===== config.mk =====
export PLATFORM = sky130hd
export DESIGN_NAME = mem_port_arbiter_flat
export DESIGN_NICKNAME = d
export VERILOG_FILES = /design/src/rtl/mem_port_arbiter_if.sv /design/src/rtl/mem_port_arbiter.sv /design/src/flat_wrapper.sv
export SDC_FILE = /design/constraint.sdc
export NUM_CORES = 1
export LEC_CHECK = 0
export BUFFER_PORTS_ARGS = -buffer_cell sky130_fd_sc_hd__buf_2
export CORE_AREA = 2 2 302 304
export DETAILED_ROUTE_END_ITERATION = 10
export DIE_AREA = 0 0 304 306
export PLACE_DENSITY = 0.41
export SYNTH_ARGS = -nofsm -noshare
export SYNTH_HDL_FRONTEND = slang
export SYNTH_SLANG_ARGS = --single-unit
export TNS_END_PERCENT = 100

===== constraint.sdc =====
create_clock -name clk -period 1.9 [get_ports clk]
set_input_delay 0.19 -clock clk [delete_from_list [all_inputs] [get_ports clk]]
set_output_delay 0.19 -clock clk [all_outputs]
set_load 0.05 [all_outputs]

===== src/rtl/mem_port_arbiter_if.sv =====
// Bus bundle for mem_port_arbiter: I-cache refill port, D-cache
// refill/write-back port and the shared off-chip memory port.
//   slave  : arbiter side (takes cache requests, drives memory command)
//   master : environment side (caches + memory)
// Signals:
//   i_mem_read/i_mem_addr -> ; i_mem_ready/i_mem_rdata <-
//   d_mem_read/d_mem_write/d_mem_addr/d_mem_wdata -> ; d_mem_ready/d_mem_rdata <-
//   mem_read/mem_write/mem_addr/mem_wdata <- ; mem_ready/mem_rdata ->
interface mem_port_arbiter_if #(
    parameter int unsigned ADDR_W = 28,
    parameter int unsigned LINE_W = 128
);
    logic              i_mem_read;
    logic [ADDR_W-1:0] i_mem_addr;
    logic              i_mem_ready;
    logic [LINE_W-1:0] i_mem_rdata;

    logic              d_mem_read;
    logic              d_mem_write;
    logic [ADDR_W-1:0] d_mem_addr;
    logic [LINE_W-1:0] d_mem_wdata;
    logic              d_mem_ready;
    logic [LINE_W-1:0] d_mem_rdata;

    logic              mem_read;
    logic              mem_write;
    logic [ADDR_W-1:0] mem_addr;
    logic [LINE_W-1:0] mem_wdata;
    logic              mem_ready;
    logic [LINE_W-1:0] mem_rdata;

    modport slave (
        input  i_mem_read, i_mem_addr,
        output i_mem_ready, i_mem_rdata,
        input  d_mem_read, d_mem_write, d_mem_addr, d_mem_wdata,
        output d_mem_ready, d_mem_rdata,
        output mem_read, mem_write, mem_addr, mem_wdata,
        input  mem_ready, mem_rdata
    );

    modport master (
        output i_mem_read, i_mem_addr,
        input  i_mem_ready, i_mem_rdata,
        output d_mem_read, d_mem_write, d_mem_addr, d_mem_wdata,
        input  d_mem_ready, d_mem_rdata,
        input  mem_read, mem_write, mem_addr, mem_wdata,
        output mem_ready, mem_rdata
    );
endinterface


===== src/rtl/mem_port_arbiter.sv =====
// Shares the off-chip memory port between the I-cache and D-cache.
// One line transaction at a time: IDLE grants (round-robin on ties),
// BUSY holds the latched command until mem_ready, RESP returns a
// one-cycle ready pulse plus line data to the granted cache only.
// Ports:
//   clk, rst_n     : clock, asynchronous active-low reset
//   bus (slave)    : cache request/response ports and memory port
//   busy           : high whenever the FSM is not in IDLE
//   i_grant_cnt    : saturating count of I-cache grants
//   d_grant_cnt    : saturating count of D-cache grants
// All outputs are registered.
module mem_port_arbiter #(
    parameter int unsigned ADDR_W = 28,
    parameter int unsigned LINE_W = 128,
    parameter int unsigned CNT_W  = 16
) (
    input  logic             clk,
    input  logic             rst_n,
    mem_port_arbiter_if.slave bus,
    output logic             busy,
    output logic [CNT_W-1:0] i_grant_cnt,
    output logic [CNT_W-1:0] d_grant_cnt
);

    typedef enum logic [1:0] {IDLE, BUSY, RESP} state_t;
    typedef enum logic {REQ_I, REQ_D} req_t;

    localparam logic [LINE_W-1:0] ZERO_LINE = '0;
    localparam logic [ADDR_W-1:0] ZERO_ADDR = '0;

    state_t state, state_next;
    req_t   last_grant, cur_req, grant_req;
    logic   i_req, d_req, grant_vld;

    assign i_req = bus.i_mem_read;
    assign d_req = bus.d_mem_read | bus.d_mem_write;

    always_ff @(posedge clk or negedge rst_n) begin
        if (!rst_n) state <= IDLE;
        else        state <= state_next;
    end

    always_comb begin
        state_next = state;
        grant_vld  = 1'b0;
        grant_req  = REQ_I;
        case (state)
            IDLE: begin
                if (i_req || d_req) begin
                    grant_vld  = 1'b1;
                    state_next = BUSY;
                    if (i_req && d_req)
                        grant_req = (last_grant == REQ_I) ? REQ_D : REQ_I;
                    else
                        grant_req = d_req ? REQ_D : REQ_I;
                end
            end
            BUSY:    if (bus.mem_ready) state_next = RESP;
            RESP:    state_next = IDLE;
            default: state_next = IDLE;
        endcase
    end

    // Output/datapath registers are loaded from the same decisions the
    // next-state logic makes, so every output lines up with its state.
    always_ff @(posedge clk or negedge rst_n) begin
        if (!rst_n) begin
            busy            <= 1'b0;
            last_grant      <= REQ_I;
            cur_req         <= REQ_I;
            i_grant_cnt     <= '0;
            d_grant_cnt     <= '0;
            bus.mem_read    <= 1'b0;
            bus.mem_write   <= 1'b0;
            bus.mem_addr    <= ZERO_ADDR;
            bus.mem_wdata   <= ZERO_LINE;
            bus.i_mem_ready <= 1'b0;
            bus.i_mem_rdata <= ZERO_LINE;
            bus.d_mem_ready <= 1'b0;
            bus.d_mem_rdata <= ZERO_LINE;
        end else begin
            busy            <= (state_next != IDLE);
            bus.i_mem_ready <= 1'b0;
            bus.d_mem_ready <= 1'b0;
            case (state)
                IDLE: begin
                    if (grant_vld) begin
                        cur_req    <= grant_req;
                        last_grant <= grant_req;
                        if (grant_req == REQ_D) begin
                            // read+write together is treated as a write
                            bus.mem_read  <= ~bus.d_mem_write;
                            bus.mem_write <= bus.d_mem_write;
                            bus.mem_addr  <= bus.d_mem_addr;
                            bus.mem_wdata <= bus.d_mem_write ? bus.d_mem_wdata : ZERO_LINE;
                            if (d_grant_cnt != '1) d_grant_cnt <= d_grant_cnt + 1'b1;
                        end else begin
                            bus.mem_read  <= 1'b1;
                            bus.mem_write <= 1'b0;
                            bus.mem_addr  <= bus.i_mem_addr;
                            bus.mem_wdata <= ZERO_LINE;
                            if (i_grant_cnt != '1) i_grant_cnt <= i_grant_cnt + 1'b1;
                        end
                    end
                end
                BUSY: begin
                    if (bus.mem_ready) begin
                        bus.mem_read  <= 1'b0;
                        bus.mem_write <= 1'b0;
                        if (cur_req == REQ_D) begin
                            bus.d_mem_ready <= 1'b1;
                            bus.d_mem_rdata <= bus.mem_write ? ZERO_LINE : bus.mem_rdata;
                        end else begin
                            bus.i_mem_ready <= 1'b1;
                            bus.i_mem_rdata <= bus.mem_rdata;
                        end
                    end
                end
                default: ;
            endcase
        end
    end

endmodule


===== src/flat_wrapper.sv =====
// flat-port wrapper written by rule: the top's interface ports become plain ports
module mem_port_arbiter_flat 
#(
    parameter int unsigned ADDR_W = 28,
    parameter int unsigned LINE_W = 128,
    parameter int unsigned CNT_W  = 16
)
  (clk, rst_n, busy, i_grant_cnt, d_grant_cnt, bus_i_mem_read, bus_i_mem_addr, bus_i_mem_ready, bus_i_mem_rdata, bus_d_mem_read, bus_d_mem_write, bus_d_mem_addr, bus_d_mem_wdata, bus_d_mem_ready, bus_d_mem_rdata, bus_mem_read, bus_mem_write, bus_mem_addr, bus_mem_wdata, bus_mem_ready, bus_mem_rdata);
  mem_port_arbiter_if #(.ADDR_W(ADDR_W), .LINE_W(LINE_W)) bus_i ();
  input  logic clk;
  input  logic rst_n;
  output logic busy;
  output logic [CNT_W-1:0] i_grant_cnt;
  output logic [CNT_W-1:0] d_grant_cnt;
  input wire logic [$bits(bus_i.i_mem_read)-1:0] bus_i_mem_read;
  input wire logic [$bits(bus_i.i_mem_addr)-1:0] bus_i_mem_addr;
  output wire logic [$bits(bus_i.i_mem_ready)-1:0] bus_i_mem_ready;
  output wire logic [$bits(bus_i.i_mem_rdata)-1:0] bus_i_mem_rdata;
  input wire logic [$bits(bus_i.d_mem_read)-1:0] bus_d_mem_read;
  input wire logic [$bits(bus_i.d_mem_write)-1:0] bus_d_mem_write;
  input wire logic [$bits(bus_i.d_mem_addr)-1:0] bus_d_mem_addr;
  input wire logic [$bits(bus_i.d_mem_wdata)-1:0] bus_d_mem_wdata;
  output wire logic [$bits(bus_i.d_mem_ready)-1:0] bus_d_mem_ready;
  output wire logic [$bits(bus_i.d_mem_rdata)-1:0] bus_d_mem_rdata;
  output wire logic [$bits(bus_i.mem_read)-1:0] bus_mem_read;
  output wire logic [$bits(bus_i.mem_write)-1:0] bus_mem_write;
  output wire logic [$bits(bus_i.mem_addr)-1:0] bus_mem_addr;
  output wire logic [$bits(bus_i.mem_wdata)-1:0] bus_mem_wdata;
  input wire logic [$bits(bus_i.mem_ready)-1:0] bus_mem_ready;
  input wire logic [$bits(bus_i.mem_rdata)-1:0] bus_mem_rdata;
  assign bus_i.i_mem_read = bus_i_mem_read;
  assign bus_i.i_mem_addr = bus_i_mem_addr;
  assign bus_i_mem_ready = bus_i.i_mem_ready;
  assign bus_i_mem_rdata = bus_i.i_mem_rdata;
  assign bus_i.d_mem_read = bus_d_mem_read;
  assign bus_i.d_mem_write = bus_d_mem_write;
  assign bus_i.d_mem_addr = bus_d_mem_addr;
  assign bus_i.d_mem_wdata = bus_d_mem_wdata;
  assign bus_d_mem_ready = bus_i.d_mem_ready;
  assign bus_d_mem_rdata = bus_i.d_mem_rdata;
  assign bus_mem_read = bus_i.mem_read;
  assign bus_mem_write = bus_i.mem_write;
  assign bus_mem_addr = bus_i.mem_addr;
  assign bus_mem_wdata = bus_i.mem_wdata;
  assign bus_i.mem_ready = bus_mem_ready;
  assign bus_i.mem_rdata = bus_mem_rdata;
  mem_port_arbiter #(.ADDR_W(ADDR_W), .LINE_W(LINE_W), .CNT_W(CNT_W)) u_core (.clk(clk), .rst_n(rst_n), .bus(bus_i), .busy(busy), .i_grant_cnt(i_grant_cnt), .d_grant_cnt(d_grant_cnt));
endmodule

* Word-level counts from Yosys, hierarchy flattened *
Index checks and enable logic that the tools add are counted.

word-level totals
  bits in registers = 452
  bits in latches = 0
  bits in writable memories = 0
  bits in read-only memories = 0
  bits of input ports = 318
  output and inout port bits = 449
  memories kept = 0

cells by class
  add/subtract/negate cells = 2
  $mul = 0
  divide/modulo/power cells = 0
  order comparisons = 0
  equal/unequal tests = 5
  shift-type cells = 0
  mux-type cells = 26
  bitwise gates (word level) = 4
  reductions and logical operators = 11

operator list
  cell                                                 count
  two-way mux 128 bit                                  3
  adder 16 x 1 -> 16 bit, second input constant        2
  != test 16 bit, second input constant                2
  two-way mux 28 bit                                   1
  two-way mux 1 bit                                    17
  AND reduction 3 bit                                  3
  AND reduction 4 bit                                  2
  two-way mux 2 bit                                    2
  case mux 1 bit (2 select lines)                      2
  case mux 2 bit (2 select lines)                      1
  nonzero test 2 bit                                   2
  NOT 1 bit                                            3
  equality test 2 x 1 -> 1 bit, second input constant  1
  zero test 2 bit                                      1
  != test 2 x 1 -> 1 bit, second input constant        1
  != test 2 bit, second input constant                 1
  AND reduction 2 bit                                  1
  logical AND 1 bit                                    1
  logical OR 1 bit                                     1
  bitwise OR 1 bit                                     1

* Longest topological paths before layout *
  word-level depth = 8
  mapped depth = 8
  mapped depth without buffers = 5

* Worst setup path after synthesis *
OpenSTA, ideal clock, no wires.

  kind = register -> register
  from = register u_core.i_grant_cnt[0]
  to = register u_core.i_grant_cnt[14]
  library setup time = 128 ps
  data arrival time = 1,970 ps
  setup slack = -198 ps
  stages on the path, launching flop included = 6
  buffers on the path = 0
  period minus slack after synthesis = 2,098 ps
  cell sequence = dfrtp_1 -> ha_1 -> nand4_2 -> nor4b_4 -> nand4_1 -> mux2_1

between the ends
  word-level cells in the longest chain between the ends = 2
  elaborated cells between the ends (all ways) = 3
  those cells by class = add/sub: 1; eq/ne: 1; reduce/logical: 1

RTL lines
  element                                                                         RTL line                 source
  start, declared                                                                 mem_port_arbiter.sv:21   output logic [CNT_W-1:0] i_grant_cnt,
  start signal, assigned                                                          mem_port_arbiter.sv:102  if (i_grant_cnt != '1) i_grant_cnt <= i_grant_cnt + 1'b1;
  parallel branches: the longest is 2 deep, another holds adder 16 x 1 -> 16 bit  -

Parallel ways; which one is timed is not known.
A chain may end at the register's enable or synchronous reset.

* Worst setup path after layout *
  from = register u_core.state[1]
  to = register u_core.bus.i_mem_rdata[96]

between the ends
  word-level cells in the longest chain between the ends = 2

RTL lines
  element                        RTL line                   source
  start, declared                mem_port_arbiter.sv:31     state_t state, state_next;
  start signal, assigned         mem_port_arbiter.sv:40     else state <= state_next;
  equality test 2 x 1 -> 1 bit   mem_port_arbiter.sv:85     case (state)
  AND reduction 3 bit (no line)  -
  end signal, assigned           mem_port_arbiter.sv:115    bus.i_mem_rdata <= bus.mem_rdata;
  end, declared                  mem_port_arbiter_if.sv:34  output i_mem_ready, i_mem_rdata,

Every way passes these cells.

==> metrics <==
antenna violations before repair 13; Final ANT Viol Nets 0; Synth area leader dfrtp_1; Seq pwr share 28.7%; Slowest Stage Delay on Critical Path 440 ps; Slew HR 66.06%; CP max FO 24; CTS tree done; Yosys top cell area share 64.17%; R2R Setup Slk 90 ps; worst hold slack 111.9 ps; outcome completed; Clock transition at path regs 60 ps; post-layout net count 2834; Slew Viols, Final 0; Synth async-reset ratio 100.0%; worst min path class in2async; placed cell count 3318; most used cell along the critical path buf_12; largest net degree at the start of global routing 83; crit path capture type flip-flop; # clock sinks 452; num ports 767; number of flops mapped to enable cells by yosys 0; DP Area 23310 µm²; r2r worst-path depth 5; slowest cell on the critical path dfrtp_2; Synth Flop Type dfrtp_1; final worst path period share 95.00%; max_cap viols 0; post-CTS setup buffers 0; First DRT Iteration DRCs 666; layout cells sized above 1 42.20%; IR drop worst, VDD 1.076 mV; global placement routability congestion 0.8152; Non-Filler Instances 3738; final worst slack 94.92 ps; first-pass GRT wire length 106100 µm; Sw Pwr 29350 µW; total power 57500 µW; CTS H-tree depth 2; PortBufs 766; Logic pwr share 52.7%; clock share of power 18.6%; root buf cell clkbuf_16; die area 93020 µm²; number of remaining DRC errors 0; WL/cell 19.08 µm; post-synth cell types 43; CP delay by family, top simple AND/OR/NAND/NOR gates; required time worst endpoint 2370 ps; core area 89600 µm²; Yosys reg bits 452; FF/Latch Area 11330 µm²; DP HPWL 53270 µm; TritonRoute pass-1 iters 4; gr ovfl total 0; Clock Skew 16.32 ps; pwr dens 2023 nW/µm²; std cell rows 110; Mapped Nets 1732; chip width 304 µm; Initial Util 19.67%; Syn. warnings 0; Avg Synthesized Cell Area 12.48 µm²; Syn Inst Count 1412; worst skew pair latency 610 ps; die extent in y 306 µm; via count 15399; Final Hold Viols 0; Setup Viol. Count Final 0; vias in the first global route 16244; Syn-to-layout area delta 61.23%; area occupied by multi-input gates 5964 µm²; type of origin of the critical path flip-flop; P_int 28150 µW; maximum clock frequency 554.0 MHz; CP bufs+invs 2; crit path kind reg2reg; Fillers 9148; DRT Wirelength 71310 µm; CTS Buffer Depth 3; CTS buffer count 54; crit path DAT 2280 ps; Post-Syn Area 17630 µm²; GR Util All Layers 14.79%; crit path cell chain nand3b_1, nor2_4, buf_12, buf_12, mux2_2; post-synthesis sequential area ratio 64.17%; worst r2r src u_core.state[1]; Reg-to-Reg End u_core.bus.i_mem_rdata[96]; Final Instance Area 28420 µm²; switching share of power 51.04%; top cells by area, synth dfrtp_1 64%, mux2_2 8.4%, a22o_1 6.4%, nand2b_1 4.6%, o21ai_0 4.5%; Vias/cell 4.120; P_leak 0.01403 µW; setup slack after placement 44.10 ps; Worst Tran Pin Value 504.7 ps; Final min period 1805 ps
through the flow:
stage | setup TNS, ps | utilization, %
after floorplan | 0 | -
after global placement | 0 | 26.02
after detailed placement | 0 | 26.02
after CTS | 0 | 31.62
after global routing | -79.67 | 31.72
final | 0 | 31.72
synth_stat cells, types with 9 or more instances:
| cell type | number |
|---|---|
| dfrtp_1 | 452 |
| nand2b_1 | 130 |
| buf_2 | 50 |
| nand3_1 | 10 |
| nand2_1 | 170 |
| nor2_1 | 9 |
| o22ai_1 | 28 |
| o21ai_0 | 158 |
| mux2_2 | 131 |
| clkbuf_1 | 45 |
| nor3_1 | 10 |
| xor2_1 | 15 |
| a22o_1 | 128 |
| nand4_1 | 10 |
area by class of cell:
class                   instances  area share, %
diodes                          5        0.04403
clock buffers                  78          5.534
clock inverters                21         0.9025
inverters                       8         0.1057
multi-input cells             855          20.99
flip-flops and latches        452          39.87
well taps                    1176          5.177
repair buffers               1143          27.38
layout by cell type (no fill, tap or decap), types with 11 or more instances in the layout:
cell type      netlist  routed
clkbuf_1            45      12
nand2b_1           130     130
mux2_2             131     131
clkbuf_16            0      56
nand2_1            170     169
o22ai_1             28      28
dfrtp_1            452     439
clkinv_2             0      12
xor2_1              15      15
dfrtp_2              0      12
buf_12               0      19
clkbuf_8             0      11
o21ai_0            158     158
buf_4                0      41
a22o_1             128     128
dlygate4sd3_1        0     314
buf_2               50     764
power by group through the flow:
stage                     sequential (µW)  clock (µW)  combinational (µW)
after floorplan                     30900           0                6370
after CTS                           16500       11100               30600
after detailed placement            16600           0               29900
after global placement              16600           0               29700
after global routing                17100       11500               31800
final                               16500       10700               30300
how the worst max path moves through the flow:
stage                                     start                    endpoint  slack (ps)  cells after the start
after floorplan           u_core.i_grant_cnt[7]       u_core.i_grant_cnt[1]           2                      4
after global placement          u_core.state[0]      u_core.i_grant_cnt[15]         110                      4
after detailed placement        u_core.state[0]      u_core.i_grant_cnt[15]          40                      4
after CTS                       u_core.state[0]      u_core.i_grant_cnt[15]          30                      4
after global routing            u_core.state[1]  u_core.bus.i_mem_rdata[96]         -10                      5
final                           u_core.state[1]  u_core.bus.i_mem_rdata[96]          90                      5
what timing repair did:
item,4_1_cts,5_1_grt
pin swaps,0,1
gates resized for setup,2,8
hold buffers,314,0
hold endpoints to repair,844,0
gates cloned,1,1
endpoints found under the setup margin,1,65
routing by layer:
| layer | vias up | part of all wire, % | global-route usage, % |
|---|---|---|---|
| li1 | 7199 | - | - |
| met1 | 7477 | 41 | 17.63 |
| met2 | 587 | 49 | 25.68 |
| met3 | 126 | 6.2 | 3.691 |
| met4 | 10 | 4.0 | 5.507 |
| met5 | - | 0.059 | 0 |
kinds of logic (layout without fill, tap and decap cells):
group	Yosys count	after routing	synth area share (%)
mux	133	133	8.489
other cells	0	5	0
flops	452	452	64.17
buf+inv	105	1250	2.591
xor+xnor	23	23	1.143
compound gates	330	330	12.67
fa+ha+maj	2	2	0.1419
simple gates	367	367	10.80
flip-flops by register name, summed over array words and instances, names as in the netlist, 2 cells and up:
register                flops
u_core.bus.d_mem_rdata    128
u_core.bus.i_mem_rdata    128
u_core.bus.mem_addr        28
u_core.bus.mem_wdata      128
u_core.d_grant_cnt         16
u_core.i_grant_cnt         16
u_core.state                2
Note: power is estimated with default switching activity, not from simulation.
